==> config.mk <==
export PLATFORM = sky130hd
export DESIGN_NAME = pin_output_mux_seq
export DESIGN_NICKNAME = d
export VERILOG_FILES = /design/src/rtl/pin_output_mux_seq.sv
export SDC_FILE = /design/constraint.sdc
export NUM_CORES = 2
export LEC_CHECK = 0
export ABC_AREA = 1
export CAP_MARGIN = 5
export CORE_AREA = 5 5 486 488
export DETAILED_ROUTE_END_ITERATION = 16
export DIE_AREA = 0 0 491 493
export HOLD_SLACK_MARGIN = 0.08
export PLACE_DENSITY = 0.51
export SETUP_SLACK_MARGIN = 0.1
export SLEW_MARGIN = 20
export SYNTH_ARGS = -nofsm -noshare
export SYNTH_HDL_FRONTEND = slang
export SYNTH_SLANG_ARGS = --single-unit
==> constraint.sdc <==
create_clock -name clk -period 1.9 [get_ports clk]
set_input_delay 0.38 -clock clk [delete_from_list [all_inputs] [get_ports clk]]
set_output_delay 0.38 -clock clk [all_outputs]
set_load 0.03 [all_outputs]
==> src/rtl/pin_output_mux_seq.sv <==
// pin_output_mux_seq: registered GPIO output arbiter, per-core FSM merge and per-pin glitch-free core handover
module pin_output_mux_seq #(
  parameter int NUM_CORES = 4,
  parameter int NUM_FSMS = 4,
  parameter int NUM_PINS = 32,
  parameter int HANDOVER_CYCLES = 2,
  localparam int CW = NUM_CORES > 1 ? $clog2(NUM_CORES) : 1,
  localparam int FW = NUM_FSMS > 1 ? $clog2(NUM_FSMS) : 1,
  localparam int PW = NUM_PINS > 1 ? $clog2(NUM_PINS) : 1
) (
  input  logic                                   clk,
  input  logic                                   rst,
  input  logic [NUM_CORES*NUM_FSMS*NUM_PINS-1:0] fsm_output,
  input  logic [NUM_CORES*NUM_FSMS*NUM_PINS-1:0] fsm_drive,
  input  logic [NUM_CORES-1:0]                   rr_enable,
  input  logic [NUM_CORES-1:0]                   rr_step,
  input  logic                                   cfg_we,
  input  logic [PW-1:0]                          cfg_pin,
  input  logic [CW-1:0]                          cfg_core,
  input  logic [NUM_PINS-1:0]                    conflict_clear,
  output logic [NUM_PINS-1:0]                    gpio_output,
  output logic [NUM_PINS-1:0]                    gpio_drive,
  output logic [NUM_PINS*CW-1:0]                 core_select_q,
  output logic [NUM_PINS-1:0]                    handover_busy,
  output logic [NUM_PINS-1:0]                    conflict
);
  localparam int HW = HANDOVER_CYCLES > 1 ? $clog2(HANDOVER_CYCLES) : 1;
  typedef enum logic {ACTIVE, RELEASE} state_t;
  state_t              r_state [NUM_PINS];
  state_t              w_state_nx [NUM_PINS];
  logic [CW-1:0]       r_sel [NUM_PINS];
  logic [CW-1:0]       w_sel_nx [NUM_PINS];
  logic [CW-1:0]       r_tgt [NUM_PINS];
  logic [CW-1:0]       w_tgt_nx [NUM_PINS];
  logic [HW-1:0]       r_hcnt [NUM_PINS];
  logic [HW-1:0]       w_hcnt_nx [NUM_PINS];
  logic [FW-1:0]       r_rr_ptr [NUM_CORES];
  logic [NUM_PINS-1:0] w_core_drv [NUM_CORES];
  logic [NUM_PINS-1:0] w_core_out [NUM_CORES];
  logic [NUM_PINS-1:0] w_any0 [NUM_CORES];
  logic [NUM_PINS-1:0] w_any1 [NUM_CORES];
  logic [NUM_PINS-1:0] w_wr, w_out_nx, w_drv_nx, w_conf_nx;
  logic [NUM_PINS-1:0] r_gpio_out, r_gpio_drv, r_conflict;
  function automatic int bit_idx(input int c, input int f, input int p);
    return (c * NUM_FSMS + f) * NUM_PINS + p;
  endfunction
  // Per-core merge: first driving FSM from the priority base wins; any0/any1 expose disagreeing drivers
  always_comb begin
    for (int c = 0; c < NUM_CORES; c++) begin
      w_core_drv[c] = '0;
      w_core_out[c] = '0;
      w_any0[c] = '0;
      w_any1[c] = '0;
      for (int p = 0; p < NUM_PINS; p++) begin
        for (int k = 0; k < NUM_FSMS; k++) begin
          if (!w_core_drv[c][p] && fsm_drive[bit_idx(c, ((rr_enable[c] ? int'(r_rr_ptr[c]) : 0) + k) % NUM_FSMS, p)]) begin
            w_core_drv[c][p] = 1'b1;
            w_core_out[c][p] = fsm_output[bit_idx(c, ((rr_enable[c] ? int'(r_rr_ptr[c]) : 0) + k) % NUM_FSMS, p)];
          end
          w_any0[c][p] = w_any0[c][p] | (fsm_drive[bit_idx(c, k, p)] & ~fsm_output[bit_idx(c, k, p)]);
          w_any1[c][p] = w_any1[c][p] | (fsm_drive[bit_idx(c, k, p)] & fsm_output[bit_idx(c, k, p)]);
        end
      end
    end
  end
  always_comb begin
    for (int p = 0; p < NUM_PINS; p++) begin
      w_wr[p] = cfg_we && cfg_pin == PW'(p) && {1'b0, cfg_core} < (CW+1)'(NUM_CORES);
      w_state_nx[p] = r_state[p];
      w_sel_nx[p] = r_sel[p];
      w_tgt_nx[p] = r_tgt[p];
      w_hcnt_nx[p] = r_hcnt[p];
      if (r_state[p] == RELEASE) begin
        if (w_wr[p]) begin
          w_tgt_nx[p] = cfg_core;
          w_hcnt_nx[p] = HW'(HANDOVER_CYCLES - 1);
        end else if (r_hcnt[p] == '0) begin
          w_sel_nx[p] = r_tgt[p];
          w_state_nx[p] = ACTIVE;
        end else
          w_hcnt_nx[p] = r_hcnt[p] - HW'(1);
      end else if (w_wr[p] && cfg_core != r_sel[p]) begin
        if (HANDOVER_CYCLES == 0)
          w_sel_nx[p] = cfg_core;
        else begin
          w_tgt_nx[p] = cfg_core;
          w_hcnt_nx[p] = HW'(HANDOVER_CYCLES - 1);
          w_state_nx[p] = RELEASE;
        end
      end
    end
  end
  // A releasing pin is forced undriven and does not evaluate contention
  always_comb begin
    for (int p = 0; p < NUM_PINS; p++) begin
      w_out_nx[p] = r_state[p] == ACTIVE && w_core_out[r_sel[p]][p];
      w_drv_nx[p] = r_state[p] == ACTIVE && w_core_drv[r_sel[p]][p];
      w_conf_nx[p] = (r_state[p] == ACTIVE && w_any0[r_sel[p]][p] && w_any1[r_sel[p]][p]) ||
                     (r_conflict[p] && !conflict_clear[p]);
      handover_busy[p] = r_state[p] == RELEASE;
      core_select_q[p*CW +: CW] = r_sel[p];
    end
  end
  always_ff @(posedge clk) begin
    if (rst) begin
      r_state <= '{default: ACTIVE};
      r_sel <= '{default: '0};
      r_tgt <= '{default: '0};
      r_hcnt <= '{default: '0};
      r_rr_ptr <= '{default: '0};
      r_gpio_out <= '0;
      r_gpio_drv <= '0;
      r_conflict <= '0;
    end else begin
      r_state <= w_state_nx;
      r_sel <= w_sel_nx;
      r_tgt <= w_tgt_nx;
      r_hcnt <= w_hcnt_nx;
      for (int c = 0; c < NUM_CORES; c++)
        if (rr_step[c]) r_rr_ptr[c] <= r_rr_ptr[c] == FW'(NUM_FSMS - 1) ? '0 : r_rr_ptr[c] + FW'(1);
      r_gpio_out <= w_out_nx;
      r_gpio_drv <= w_drv_nx;
      r_conflict <= w_conf_nx;
    end
  end
  assign gpio_output = r_gpio_out;
  assign gpio_drive = r_gpio_drv;
  assign conflict = r_conflict;
endmodule

# [After elaboration in Yosys (flattened, before gate mapping)]
# Index checks and enable logic that the tools add are counted.
[totals] ff_bits=296 output_inout_bits=192 word_cells=9791
[op_classes] addsub=556 n_lt_le_gt_ge=544 eq_ne=99 muxes=4840 n_bitwise=2448 n_reduce_logical=1169
[op_table] cell="$lt 32x11->1 const B" count=321
[op_table] cell="$bmux 1 s9" count=992
[op_table] cell="$bmux 32 s2" count=128
[op_table] cell="$mux 1" count=3336
[op_table] cell="$lt 9x11->1 const B" count=124
[op_table] cell="$add 11x6->12 const B" count=112
[op_table] cell="$and 1x1->1" count=1032
[op_table] cell="$or 1x1->1" count=768
[op_table] cell="$add 10x6->11 const B" count=64
[op_table] cell="$add 11x5->12 const B" count=56
[op_table] cell="$logic_and 1x1->1" count=608
[op_table] cell="$not 1->1" count=608
[op_table] cell="$add 8x6->9 const B" count=64
[op_table] cell="$lt 12x11->1 const B" count=48
[op_table] cell="$add 32x6->32 const B" count=16
[op_table] cell="$logic_not 1->1" count=416
[op_table] cell="$add 10x5->11 const B" count=32
[op_table] cell="$add 11x4->12 const B" count=28
[op_table] cell="$add 8x5->9 const B" count=32
[op_table] cell="$add 32x5->32 const B" count=8
[op_table] cell="$mux 32" count=8
[op_table] cell="$mux 31" count=8
[op_table] cell="$mux 30" count=8
[op_table] cell="$mux 29" count=8
[op_table] cell="65 further kinds" count=831

# [Logic depth before layout (Yosys ltp)]
[depth] ltp_word=22 mapped_depth=16 ltp_nobuf=15

# [Least setup slack after synthesis]
# No wires, ideal clock.
[synth_path] path_type="input to register" from="input port rr_enable[3]" to="register r_gpio_out[0] (netlist: gpio_output[0])" arrival_ns=1.658 required_ns=1.787 setup_slack_ns=0.129 path_stages=14 path_buffers=3 path_cell_list="buf_4 -> nand2_4 -> inv_4 -> nand2_1 -> nand2_1 -> buf_4 -> buf_2 -> nor2_1 -> nor3_1 -> nand2_1 -> nand2_1 -> nand3_1 -> nand2_1 -> nor2_1"
[synth_via] elab_chain_len=21 elab_cells_between_ends=57 classes_between="7 x add/sub; 35 x mux; 4 x bitwise; 11 x reduce/logical"
[synth_rtl] item="from (decl)" line="15" rtl="input logic [NUM_CORES-1:0] rr_enable,"
[synth_rtl] item="$mux 2 *"
[synth_rtl] item="parallel branches: the longest is 15 deep, another holds $add 32x2->32"
[synth_rtl] item="$mux 1 *"
[synth_rtl] item="$bmux 32 s2 *"
[synth_rtl] item="$mux 1 * (2 in series)"
[synth_rtl] item="$logic_and 1x1->1 *"
[synth_rtl] item="to (signal assigned)" line="121" rtl="r_gpio_out <= w_out_nx;"
[synth_rtl] item="to (decl)" line="43" rtl="logic [NUM_PINS-1:0] r_gpio_out, r_gpio_drv, r_conflict;"
# Mark *: on every way between the ends. The select of a mux whose other input is x is not followed.
# A chain may end at the register's enable or synchronous reset.

# [Worst setup path after layout]
[layout_path] from="input port rr_enable[3]" to="register r_gpio_out[6] (netlist: gpio_output[6])"
[layout_via] elab_chain_len=22 elab_cells_between_ends=61 classes_between="11 x add/sub; 35 x mux; 4 x bitwise; 11 x reduce/logical"
[layout_rtl] item="$mux 2 *"
[layout_rtl] item="parallel branches: the longest is 16 deep, another holds $add 32x2->32"
[layout_rtl] item="$mux 1 *"
[layout_rtl] item="$bmux 32 s2 *"
[layout_rtl] item="$mux 7 * (2 in series)"
[layout_rtl] item="$logic_and 1x1->1 *"
# Marked as above.

==> flow_summary.toml <==
[clocking]
htree_levels = 2
cts_hold_buf = 0
clock_path_buffers = 3
root_buffer = "clkbuf_16"
tritoncts = "done"
clock_latency_ns = 0.69
numCtsBuffers = 46
clk_pin_slew_ns = 0.06
cts_sinks = 296

[sta]
final-setup-viol-count = 63
fin_ws_ns = -0.416
finClkSkew_ns = 0.0559
timing.fmax_ghz = 0.432
maxSlewViolCount = 0
fin_crit_sh = 1.22
relSlewSlack = 0.492
hold_violations = 0
tightestPinTransition_ns = 0.759
rsz0062_at_grt = "yes"
timing.final.crit_period_ns = 2.32

[logic_synthesis]
synthArstFlopShare = 0
synth_edf_count = 0
synth.area.mux_share = 0.00253
synth_nets = 10600
seq_area_frac_synth = 0.125
synth_top_family_by_area = "simple AND/OR/NAND/NOR gates"
yosysTopAreaCellShare = 0.267
synth-compound-area-share = 0.292
synth_xor_area_frac = 0.00591
yosysMostFrequentCell = "nand2_1"
synth_area_sq_um = 47500
ys.flop_type = "dfxtp_1"
syn-instance-count = 9557
syn_avg_cell_area_sq_um = 4.97
synth_area_leaders = "nand2_1 (27%), dfxtp_1 (12%), o21ai_0 (12%), nand3_1 (9.5%), inv_1 (9.0%)"
synth_top_area_cell = "nand2_1"
synth_seq_cells = 296
ys_types = 54
synth-simple-area-share = 0.435
synthAdderAreaFrac = 0.00105
synth_warnings = 0
ys_top_cells_by_count = "nand2_1 (3378), o21ai_0 (1177), inv_1 (1139)"

[grt]
grt_antenna_before_repair = 227
gr-usage-all-layers = 0.332
grt_max_degree = 64
overflow = 0
grt_pass1_wl_microns = 565000
grt_pass1_vias = 70200

[final_layout]
drive_gt1_frac = 0.251
nNetsFinal = 13600
layout.cells.non_filler = 15700
n_fill_cell = 25400
multi_input_area_sq_um = 38600
seq_area_sq_um = 6040
syn_to_final_growth_pct = 86.8

[floorplan]
die_w_microns = 491
die-area_sq_um = 242000
start_util = 0.205
core_sq_um = 231000
io_pins = 1266
die_h_microns = 493
rows = 177

[route]
via_per_inst = 5.03
wl_per_cell_microns = 27.5
first_pass_iters = 8
antenna_left = 0
drc = 0
vias = 78900
drt_iter0_markers = 8369
wirelength_microns = 431000

[setup_path]
worstPathRequired_ns = 2.49
critical_path_arrival_ns = 2.91
path_max_fanout = 8
crit_path_end_kind = "flip-flop"
worst_setup_path_start_kind = "primary input"
path_class = "primary input to flip-flop"

[pwr]
leakage_nw = 44.0
finalPower_w = 0.0382
power-per-cell-area_nw_per_um2 = 431
irDropWorstVdd_uv = 592

[run_status]
violations = "negative setup slack"
outcome = "complete, but fails checks"

[placement]
post-place-cells = 15300
io_buffers = 1265
dpl.hpwl_microns = 370000
place.gp.congestion = 1.02

[min_path]
hold_path.class = "primary input to flip-flop"

[run]
maxCapViolCount = 0
## where the power goes
| part | internal (W) | leakage, nW | switching, W |
|---|---|---|---|
| registers | 0.00651 | 2.45 | 0.000302 |
| logic | 0.00982 | 40.8 | 0.0123 |
| clock network | 0.00538 | 0.759 | 0.00391 |
| total | 0.0217 | 44.0 | 0.0165 |
## stage by stage
stage	utilization	setup TNS, ns	area, sq um	worst slack (ns)	hold WS, ns
final	0.383	-17.11	88600	-0.416	0.182
after global routing	0.383	-21.01	88500	-0.448	0.159
after CTS	0.364	-29.72	84300	-0.334	0.118
after detailed placement	0.341	-140.90	79000	-1.47	0.444
after global placement	0.341	-141.50	79000	-1.40	0.444
after floorplan	-	0	47500	0.129	0.427
## logic make-up after synthesis
group / count (synthesis)
XOR/XNOR: 32
adder cells (fa/ha/maj): 4
buffers and inverters: 1639
AND/OR/NAND/NOR: 5079
AO/OA/AOI/OAI: 2495
flip-flops: 296
multiplexers: 12
## routing by layer
layer  vias to the layer above  track usage  wire (microns)
met5                         -            0             910
li1                      37800            -               -
met1                     36200        0.401          168000
met4                       130        0.215           33900
met2                      3950        0.525          188000
met3                       883       0.0834           39900
## flip-flops by register name, indices dropped and copies added (netlist names)
register	flops
core_select_q	64
handover_busy	32
conflict	32
r_rr_ptr	8
gpio_drive	32
r_hcnt	32
r_tgt	64
gpio_output	32
## worst paths after layout
check / slack (ns) / end / start / cells past startpoint
setup / recovery: -0.42 / gpio_output[6] / rr_enable[3] / 20
hold reg to reg: 0.46 / conflict[0] / conflict[0] / 2
hold / removal: 0.18 / gpio_drive[20] / rst / 3
setup reg to reg: -0.41 / gpio_output[6] / r_rr_ptr[0] / 19
## worst max-delay path, cell delays in order
cell	delay, ns
clkdlybuf4s50_1	0.51
buf_12	0.18
nand2_4	0.12
inv_4	0.12
buf_6	0.16
nand2_4	0.06
nand2_4	0.09
buf_6	0.13
buf_12	0.15
buf_12	0.16
nand2_2	0.06
o21ai_2	0.11
nand2_1	0.06
nand2_1	0.07
nand2_2	0.08
nand2_2	0.07
nand2_1	0.05
nand2_1	0.08
nand2_2	0.11
nor2_1	0.13
## placed cells by master (no fill, tap or decap), types with 79 or more instances in the layout
cell	n
inv_1	1122
nand3_1	815
nor2_1	523
o21ai_0	830
o211ai_1	106
o21ai_1	429
dfxtp_1	237
o2111ai_1	82
buf_4	1711
buf_6	131
o22ai_1	222
clkdlybuf4s50_1	1067
a21oi_1	386
buf_12	264
nand2_1	3175
clkbuf_16	79
o21ai_2	166
diode_2	92
nand2_2	147
## repair_timing
action	4_1_cts	5_1_grt
endpoints found under the setup margin	219	247
gates cloned	40	37
pin swaps	142	180
buffers inserted	51	75
gates resized for setup	887	982
## layout make-up
type                    count  area share
multi-input cells        7629       0.435
diodes                     92     0.00260
repair buffers           3394       0.383
inverters                1161      0.0501
flip-flops and latches    296      0.0681
clock buffers              59      0.0142
well taps                3043      0.0430
repair inverters            1   0.0000988
clock inverters            21     0.00326
(Power assumes the default switching activity.)
